==> src/rtl/mpm_port_initiator_if.sv <==
// mpm_port_initiator_if
// Bundles the command handshake, the raw memory port and the read-response
// handshake of one mpm_port_initiator instance.
//   slave  : the initiator's view (accepts commands, drives the memory port)
//   master : the environment's view (issues commands, models the memory,
//            consumes responses)
//
// Handshake rule for both req_* and rsp_*: a transfer happens on a rising
// clock edge where valid and ready are both high. The sender holds its
// payload stable while valid is high and not yet accepted; ready never
// depends combinationally on the other side's ready.
interface mpm_port_initiator_if #(
    parameter int WIDTH = 8,
    parameter int DEPTH = 8
);
    localparam int AW = (DEPTH > 1) ? $clog2(DEPTH) : 1;

    // command channel
    logic             req_valid;
    logic             req_ready;
    logic             req_we;
    logic [AW-1:0]    req_addr;
    logic [WIDTH-1:0] req_wdata;

    // memory port
    logic [AW-1:0]    mem_addr;
    logic             mem_en;
    logic [WIDTH-1:0] mem_d;
    logic [WIDTH-1:0] mem_q;

    // response channel
    logic             rsp_valid;
    logic             rsp_ready;
    logic [WIDTH-1:0] rsp_data;

    modport slave (
        input  req_valid, req_we, req_addr, req_wdata, mem_q, rsp_ready,
        output req_ready, mem_addr, mem_en, mem_d, rsp_valid, rsp_data
    );

    modport master (
        output req_valid, req_we, req_addr, req_wdata, mem_q, rsp_ready,
        input  req_ready, mem_addr, mem_en, mem_d, rsp_valid, rsp_data
    );
endinterface

==> src/rtl/mpm_port_initiator.sv <==
// mpm_port_initiator
// Request front end for one port of the multi-ported memory. Commands are
// taken over a valid/ready handshake, registered onto the memory port, and
// read data is collected from mem_q after RD_LATENCY cycles into a small
// response FIFO that is returned in request order.
//
// Read credits: every read in the issue register, in the latency shift
// register, or waiting in the FIFO holds one credit. New commands (reads and
// writes alike) are only accepted while fewer than RSP_DEPTH credits are
// held, so a read that reaches the tail of the shift register always finds
// a free FIFO slot.
//
// Optional feature (macro MPM_INIT_RAW_STALL_EN): a read to the address of
// the write accepted in the previous cycle is held off for one cycle so the
// memory's write-to-read visibility window is respected. Without the macro
// no hazard logic exists and the caller must space such accesses.
//
// RD_LATENCY legal range 1..4; RSP_DEPTH a power of two, at least 2.
module mpm_port_initiator #(
    parameter int WIDTH      = 8,
    parameter int DEPTH      = 8,
    parameter int RD_LATENCY = 1,
    parameter int RSP_DEPTH  = 4
) (
    input  logic               clk,
    input  logic               rst,
    mpm_port_initiator_if.slave bus
);
    localparam int AW = (DEPTH > 1) ? $clog2(DEPTH) : 1;
    localparam int PW = $clog2(RSP_DEPTH);
    // wide enough for inflight + occupancy with any legal parameters
    localparam int CW = 16;

    // issue register: what the memory port sees this cycle
    logic [AW-1:0]         r_mem_addr;
    logic                  r_mem_en;
    logic [WIDTH-1:0]      r_mem_d;
    logic                  r_iss_rd;

    // one bit per cycle of read latency; bit RD_LATENCY-1 is the tail
    logic [RD_LATENCY-1:0] r_rd_pipe;

    // response FIFO
    logic [WIDTH-1:0]      r_fifo [RSP_DEPTH];
    logic [PW:0]           r_wr_ptr;
    logic [PW:0]           r_rd_ptr;

    logic                  w_accept;
    logic                  w_push;
    logic                  w_pop;
    logic                  w_full;
    logic                  w_empty;
    logic [PW:0]           w_occ;
    logic [CW-1:0]         w_inflight;
    logic [CW-1:0]         w_used;
    logic                  w_credit_ok;
    logic                  w_raw_hazard;
    logic                  w_req_ready;

    // FIFO status from the extra pointer MSB
    assign w_empty = (r_wr_ptr == r_rd_ptr);
    assign w_full  = (r_wr_ptr[PW] != r_rd_ptr[PW]) &&
                     (r_wr_ptr[PW-1:0] == r_rd_ptr[PW-1:0]);
    assign w_occ   = r_wr_ptr - r_rd_ptr;

    assign w_push  = r_rd_pipe[RD_LATENCY-1];
    assign w_pop   = !w_empty && bus.rsp_ready;

    // count of reads issued but not yet written into the FIFO
    always_comb begin
        w_inflight = CW'(r_iss_rd);
        for (int i = 0; i < RD_LATENCY; i++) begin
            w_inflight = w_inflight + CW'(r_rd_pipe[i]);
        end
    end

    // credit check uses registered state only, so a pop frees its credit
    // for the following cycle and rsp_ready never reaches req_ready
    always_comb begin
        w_used      = w_inflight + CW'(w_occ);
        w_credit_ok = (w_used < CW'(RSP_DEPTH));
    end

`ifdef MPM_INIT_RAW_STALL_EN
    // r_mem_en is high exactly when a write was accepted last cycle, and
    // r_mem_addr holds that write's address
    assign w_raw_hazard = r_mem_en && bus.req_valid && !bus.req_we &&
                          (bus.req_addr == r_mem_addr);
`else
    assign w_raw_hazard = 1'b0;
`endif

    // w_full is implied by the credit check; kept as a second guard
    assign w_req_ready = !rst && w_credit_ok && !w_full && !w_raw_hazard;
    assign w_accept    = bus.req_valid && w_req_ready;

    // issue register: load on accept, otherwise drive an idle port
    always_ff @(posedge clk or posedge rst) begin
        if (rst) begin
            r_mem_addr <= '0;
            r_mem_en   <= 1'b0;
            r_mem_d    <= '0;
            r_iss_rd   <= 1'b0;
        end else if (w_accept) begin
            r_mem_addr <= bus.req_addr;
            r_mem_en   <= bus.req_we;
            r_mem_d    <= bus.req_we ? bus.req_wdata : '0;
            r_iss_rd   <= !bus.req_we;
        end else begin
            r_mem_addr <= '0;
            r_mem_en   <= 1'b0;
            r_mem_d    <= '0;
            r_iss_rd   <= 1'b0;
        end
    end

    // read-latency tracker: a read on the port enters at bit 0
    always_ff @(posedge clk or posedge rst) begin
        if (rst) begin
            r_rd_pipe <= '0;
        end else begin
            r_rd_pipe[0] <= r_iss_rd;
            for (int i = 1; i < RD_LATENCY; i++) begin
                r_rd_pipe[i] <= r_rd_pipe[i-1];
            end
        end
    end

    // FIFO storage: capture mem_q when a read reaches the tail
    always_ff @(posedge clk) begin
        if (w_push) begin
            r_fifo[r_wr_ptr[PW-1:0]] <= bus.mem_q;
        end
    end

    // FIFO pointers; push and pop in the same cycle both take effect
    always_ff @(posedge clk or posedge rst) begin
        if (rst) begin
            r_wr_ptr <= '0;
            r_rd_ptr <= '0;
        end else begin
            if (w_push) begin
                r_wr_ptr <= r_wr_ptr + 1'b1;
            end
            if (w_pop) begin
                r_rd_ptr <= r_rd_ptr + 1'b1;
            end
        end
    end

    assign bus.req_ready = w_req_ready;
    assign bus.mem_addr  = r_mem_addr;
    assign bus.mem_en    = r_mem_en;
    assign bus.mem_d     = r_mem_d;
    assign bus.rsp_valid = !w_empty;
    assign bus.rsp_data  = r_fifo[r_rd_ptr[PW-1:0]];
endmodule

==> src/flat_wrapper.sv <==
// flat-port wrapper written by rule: the top's interface ports become plain ports
module mpm_port_initiator_flat 
#(
    parameter int WIDTH      = 8,
    parameter int DEPTH      = 8,
    parameter int RD_LATENCY = 1,
    parameter int RSP_DEPTH  = 4
)
  (clk, rst, bus_req_valid, bus_req_we, bus_req_addr, bus_req_wdata, bus_mem_q, bus_rsp_ready, bus_req_ready, bus_mem_addr, bus_mem_en, bus_mem_d, bus_rsp_valid, bus_rsp_data);
  mpm_port_initiator_if #(.WIDTH(WIDTH), .DEPTH(DEPTH)) bus_i ();
  input  logic clk;
  input  logic rst;
  input wire logic [$bits(bus_i.req_valid)-1:0] bus_req_valid;
  input wire logic [$bits(bus_i.req_we)-1:0] bus_req_we;
  input wire logic [$bits(bus_i.req_addr)-1:0] bus_req_addr;
  input wire logic [$bits(bus_i.req_wdata)-1:0] bus_req_wdata;
  input wire logic [$bits(bus_i.mem_q)-1:0] bus_mem_q;
  input wire logic [$bits(bus_i.rsp_ready)-1:0] bus_rsp_ready;
  output wire logic [$bits(bus_i.req_ready)-1:0] bus_req_ready;
  output wire logic [$bits(bus_i.mem_addr)-1:0] bus_mem_addr;
  output wire logic [$bits(bus_i.mem_en)-1:0] bus_mem_en;
  output wire logic [$bits(bus_i.mem_d)-1:0] bus_mem_d;
  output wire logic [$bits(bus_i.rsp_valid)-1:0] bus_rsp_valid;
  output wire logic [$bits(bus_i.rsp_data)-1:0] bus_rsp_data;
  assign bus_i.req_valid = bus_req_valid;
  assign bus_i.req_we = bus_req_we;
  assign bus_i.req_addr = bus_req_addr;
  assign bus_i.req_wdata = bus_req_wdata;
  assign bus_i.mem_q = bus_mem_q;
  assign bus_i.rsp_ready = bus_rsp_ready;
  assign bus_req_ready = bus_i.req_ready;
  assign bus_mem_addr = bus_i.mem_addr;
  assign bus_mem_en = bus_i.mem_en;
  assign bus_mem_d = bus_i.mem_d;
  assign bus_rsp_valid = bus_i.rsp_valid;
  assign bus_rsp_data = bus_i.rsp_data;
  mpm_port_initiator #(.WIDTH(WIDTH), .DEPTH(DEPTH), .RD_LATENCY(RD_LATENCY), .RSP_DEPTH(RSP_DEPTH)) u_core (.clk(clk), .rst(rst), .bus(bus_i));
endmodule
==> config.mk <==
export PLATFORM = sky130hd
export DESIGN_NAME = mpm_port_initiator_flat
export DESIGN_NICKNAME = d
export VERILOG_FILES = /design/src/rtl/mpm_port_initiator_if.sv /design/src/rtl/mpm_port_initiator.sv /design/src/flat_wrapper.sv
export SDC_FILE = /design/constraint.sdc
export NUM_CORES = 1
export LEC_CHECK = 0
export ABC_AREA = 1
export BUFFER_PORTS_ARGS = -buffer_cell sky130_fd_sc_hd__buf_4
export CAP_MARGIN = 0
export CORE_MARGIN = 2
export CORE_UTILIZATION = 40
export DETAILED_ROUTE_END_ITERATION = 8
export MAX_ROUTING_LAYER = met4
export PLACE_DENSITY_LB_ADDON = 0.1
export SKIP_LAST_GASP = 1
export SYNTH_ARGS = -nofsm -noshare
export SYNTH_HDL_FRONTEND = slang
export SYNTH_SLANG_ARGS = --single-unit
==> constraint.sdc <==
create_clock -name clk -period 2.8 [get_ports clk]
set_clock_uncertainty 0.15 [all_clocks]
set_input_delay 0.56 -clock clk [delete_from_list [all_inputs] [get_ports clk]]
set_output_delay 0.56 -clock clk [all_outputs]
set_load 0.005 [all_outputs]
Word-level counts from Yosys, hierarchy flattened
Memory sizes are Yosys's and may differ from the RTL's.
Index checks and enable logic that the tools add are counted.
Operators by class
  add/sub/neg operators: 5
  order comparisons: 1
  equality and inequality tests: 3
  muxes and demuxes: 7
  reductions and logical operators: 9
Operator list (number)
  $add 16x3->16: 1
  $lt 16x3->1 const B: 1
  $mux 8: 2
  $add 3x1->3 const B: 2
  $logic_and 1x1->1: 5
  $logic_not 1->1: 4
  $mux 1: 4
  $eq 3x3->1: 1
  $mux 3: 1
  $sub 3x3->3: 1
  $add 1x1->2: 1
  $eq 2x2->1: 1
  $ne 1x1->1: 1
Word-level totals
  register bits: 20
  RAM bits: 32
  input bits: 24
  output and inout port bits: 22
  logic and storage cells: 33
  memories kept: 1
Memory list
  u_core.r_fifo: depth 4, width 8, read ports 1, clocked after memory_dff 0, wr ports 1, line mpm_port_initiator.sv:44  | logic [WIDTH-1:0] r_fifo [RSP_DEPTH];

Logic depth before layout (Yosys ltp)
  word-level depth: 7
  gate-level depth with buffers: 11
  mapped depth without buffers: 10

Worst setup path after synthesis
No wires, ideal clock.
  path type: register -> output
  from: register u_core.r_rd_ptr[0]
  to: output port bus_req_ready
  arrival: 1.895 ns
  data required time: 2.090 ns
  path slack: 0.195 ns
  stages on the path, launching flop included: 9
  path buffers: 0
  cells stage by stage: dfrtp_1 > ha_1 > fa_1 > inv_1 > ha_1 > nand2_1 > nor2_1 > nor2_1 > and3_1
Between the ends
  word-level cells in the longest chain between the ends: 5
  elaborated cells between the ends (all ways): 8
  those cells by class: 2 x add/sub; 1 x order compare; 1 x eq/ne; 4 x reduce/logical
Ends and longest elaborated chain
  from (decl): line mpm_port_initiator.sv:46  | logic [PW:0] r_rd_ptr;
  from (signal assigned): line mpm_port_initiator.sv:146  | r_rd_ptr <= r_rd_ptr + 1'b1;
  $sub 3x3->3: line mpm_port_initiator.sv:64  | assign w_occ = r_wr_ptr - r_rd_ptr;
  $add 16x3->16: line mpm_port_initiator.sv:80  | w_used = w_inflight + CW'(w_occ);
  $lt 16x3->1: line mpm_port_initiator.sv:81  | w_credit_ok = (w_used < CW'(RSP_DEPTH));
  $logic_and 1x1->1: line mpm_port_initiator.sv:94  | assign w_req_ready = !rst && w_credit_ok && !w_full && !w_raw_hazard;
  $logic_and 1x1->1 (*): line mpm_port_initiator.sv:94
  to (decl): line flat_wrapper.sv:19  | output wire logic [$bits(bus_i.req_ready)-1:0] bus_req_ready;
Every way passes the cells marked *; elsewhere a longest branch is shown, timed or not.

Worst setup path in the final report
  from: register u_core.r_wr_ptr[0]
  to: output port bus_req_ready
Between the ends
  word-level cells in the longest chain between the ends: 5
  elaborated cells between the ends (all ways): 8
  those cells by class: 2 x add/sub; 1 x order compare; 1 x eq/ne; 4 x reduce/logical
Ends and longest elaborated chain
  from (decl): line mpm_port_initiator.sv:45  | logic [PW:0] r_wr_ptr;
  from (signal assigned): line mpm_port_initiator.sv:143  | r_wr_ptr <= r_wr_ptr + 1'b1;
  $sub 3x3->3: line mpm_port_initiator.sv:64
  $add 16x3->16: line mpm_port_initiator.sv:80
  $lt 16x3->1: line mpm_port_initiator.sv:81
  $logic_and 1x1->1: line mpm_port_initiator.sv:94
  $logic_and 1x1->1 (*): line mpm_port_initiator.sv:94
Marks and branches as above.

==> results.sh <==
export IMPL_critical_path_top_delay_family="adder cells"
export IMPL_antenna_cells=0
export IMPL_yosys_area_top_type="edfxtp_1"
export IMPL_postRouteAntennaNets=0
export IMPL_dp_hpwl_um=2910
export IMPL_rows=26
export IMPL_crit_cells=10
export IMPL_post_route_period_util_pct=102
export IMPL_grtUsageTotal_pct=15.0
export IMPL_power_density_nw_per_um2=892
export IMPL_synth_seq_cells=52
export IMPL_synth_area_um2=2150
export IMPL_synth_nets=209
export IMPL_regArea_um2=1460
export IMPL_path_class="flip-flop to output pin"
export IMPL_utilization_pct=55.0
export IMPL_path_clk_slew_ns=0.09
export IMPL_drt_iter0_drc=113
export IMPL_fmax_mhz=352
export IMPL_drive_gt1_share_pct=37.0
export IMPL_synth_compound_area_share_pct=6.86
export IMPL_grt_max_degree=21
export IMPL_die_w_um=77.4
export IMPL_slew_headroom_pct=72.9
export IMPL_layout_cells_non_filler=308
export IMPL_initial_core_util_pct=41.9
export IMPL_synth_area_mux_share_pct=0
export IMPL_first_pass_iters=6
export IMPL_synthXorXnorAreaFrac_pct=1.63
export IMPL_synthToLayoutAreaGrowth_pct=31.4
export IMPL_dr_total_vias=1425
export IMPL_num_io_pins=46
export IMPL_worst_pin_slew_ns=0.406
export IMPL_insertion_delay_ns=0.29
export IMPL_whs_ns=0.168
export IMPL_worstPathRequired_ns=2.09
export IMPL_drt_wl_total_um=4220
export IMPL_place_gp_congestion=0.716
export IMPL_syn_inst=175
export IMPL_worst_setup_path_start_kind="flip-flop"
export IMPL_cts_buffers=5
export IMPL_clockBufferDepth=2
export IMPL_crit_top_cell="nor2_1"
export IMPL_via_per_inst=4.63
export IMPL_final_setup_viol_count=1
export IMPL_yosys_area_share_adder_pct=6.16
export IMPL_hold_viol=0
export IMPL_antenna_found_initial=0
export IMPL_fp_dieH_um=77.4
export IMPL_grt_overflow_total=0
export IMPL_nets=271
export IMPL_crit_chain="inv_2 -> ha_4 -> fa_1 -> inv_1 -> ha_1 -> nand2_1 -> nor2_1 -> nor2_1 -> and3_1 -> buf_4"
export IMPL_synth_top_family_by_area="simple AND/OR/NAND/NOR gates"
export IMPL_cts_htree_levels=2
export IMPL_cap_violations=0
export IMPL_grt_pass1_wl_um=6820
export IMPL_min_period_ns=2.84
export IMPL_synth_area_top_cells="edfxtp_1, dfrtp_1, ha_1, nand2_1, o21ai_0"
export IMPL_core_um2=5140
export IMPL_die_area_um2=5980
export IMPL_cp_end_kind="output pin"
export IMPL_p_total_mw=2.52
export IMPL_leakage_nw=1.27
export IMPL_placed_area_um2=2590
export IMPL_ff2ff_path_depth=16
export IMPL_clockRootBuffer="clkbuf_8"
export IMPL_synth_seq_area_share_pct=67.9
export IMPL_place_inst=290
export IMPL_slew_violations=0
export IMPL_setup_ws_ns=-0.0429
export IMPL_cp_max_fo=2
export IMPL_drc_errors=0
export IMPL_io_buffer_count=45
export IMPL_n_fill_cell=477
export IMPL_wl_per_cell_um=13.7
export IMPL_cp_slowest_cell="fa_1"
export IMPL_status="complete, but fails checks"
export IMPL_grt_pass1_vias=1445
export IMPL_yosys_area_top_type_share_pct=44.7
export IMPL_syn_avg_cell_area_um2=12.3
export IMPL_synth_simple_gate_area_share_pct=13.0
export IMPL_worst_ep_arrival_time_ns=2.13
export IMPL_ir_worst_vdd_v=0.000371
export IMPL_violations="setup timing"
export IMPL_cts_sinks=52
export IMPL_hold_path_class="input pin to asynchronous set/reset pin"
export IMPL_cts_tree="done"
export IMPL_multi_input_area_um2=609
export IMPL_max_stage_delay_ns=0.47
export IMPL_design_area_um2=2830
export IMPL_yosys_warnings=0
export IMPL_synth_distinct_cells=25
export IMPL_rsz0062_at_grt="true"
export IMPL_crit_buf_inv=3
## power breakdown
group	internal, mW	switching (mW)	total (mW)
registers	0.910	0.0584	0.969
logic	0.505	0.548	1.05
clock network	0.279	0.222	0.502
total	1.70	0.828	2.52
## per-stage QoR
stage                     setup WS, ns  setup TNS [ns]
after global routing            -0.157          -0.157
after detailed placement        0.0982               0
after global placement           0.190               0
after CTS                      -0.0415         -0.0967
final                          -0.0429         -0.0429
after floorplan                  0.195               0
## synth_stat cells (all sizes together)
master,instances
nand2,24
edfxtp,32
xnor2,1
inv,17
dfrtp,20
clkbuf,1
o21a,1
o22ai,8
buf,4
clkinv,1
o21ai,18
xor2,3
nand3,2
and3,1
ha,9
nand4,1
nor2,31
fa,1
## worst register-to-register path: cells and delay by family, from the launching register on
kind / cells / cell delay [ns]
adder cells (fa/ha/maj): 3 / 0.88
flip-flops: 1 / 0.38
AND/OR/NAND/NOR: 5 / 0.30
buffers and inverters: 8 / 0.89
## registers in the layout, indices dropped and copies added (netlist names)
register             flops
u_core.r_fifo           32
u_core.bus.mem_d         8
u_core.bus.mem_addr      3
u_core.r_rd_ptr          3
u_core.r_wr_ptr          3
u_core.bus.mem_en        1
u_core.r_iss_rd          1
u_core.r_rd_pipe         1
## cells by family (layout without fill, tap and decap cells)
kind of cell,Yosys count,count (layout)
flops,52,52
buf+inv,23,86
xor+xnor,4,4
compound gates,27,27
fa+ha+maj,10,10
simple gates,59,59
## layout make-up
type,count,area share [%]
Multi-Input combinational cell,100,21.5
Clock buffer,8,4.29
Tap cell,70,3.10
Inverter,18,2.39
Timing Repair Buffer,60,17.0
Sequential cell,52,51.7
## per-layer routing
layer | global-route usage (%) | wire, um | up-vias
li1 | - | - | 706
met1 | 18.8 | 1910 | 679
met2 | 24.5 | 2080 | 38
met3 | 3.72 | 215 | 2
met4 | 3.75 | 18 | 0
met5 | - | 0 | -
## worst paths after layout
check | start | endpoint | slack [ns]
hold / removal | rst | u_core.r_rd_pipe$_DFF_PP0_ | 0.17
max in group asynchronous | rst | u_core.r_rd_ptr[1]$_DFFE_PP0P_ | 2.13
setup reg to reg | u_core.r_wr_ptr[0]$_DFFE_PP0P_ | u_core.bus.mem_d[1]$_DFF_PP0_ | 0.12
min in group clk | u_core.r_iss_rd$_DFF_PP0_ | u_core.r_rd_pipe$_DFF_PP0_ | 0.24
hold reg to reg | u_core.r_iss_rd$_DFF_PP0_ | u_core.r_rd_pipe$_DFF_PP0_ | 0.24
setup / recovery | u_core.r_wr_ptr[0]$_DFFE_PP0P_ | bus_req_ready | -0.04
## repair_timing
item,CTS,global route
cloned,0,1
hold buffers,0,0
hold endpoints to repair,0,0
setup buffers,7,3
gates resized for setup,3,1
endpoints found under the setup margin,1,14
pin swaps,5,3
## placed cells by master, fill, tap and decap left out, types with 2 or more instances in the layout
master | Yosys | routed
o21ai_1 | 2 | 2
inv_1 | 14 | 13
clkbuf_16 | 0 | 2
o21ai_0 | 16 | 16
edfxtp_1 | 32 | 32
nand2_1 | 22 | 22
o22ai_1 | 8 | 8
nor2_2 | 10 | 11
nand2_2 | 2 | 2
clkbuf_8 | 0 | 7
inv_2 | 3 | 4
nor2_1 | 21 | 20
ha_1 | 9 | 8
buf_4 | 0 | 58
xor2_1 | 3 | 3
dfrtp_1 | 20 | 20
No activity file was read; power rests on OpenSTA's default activity.
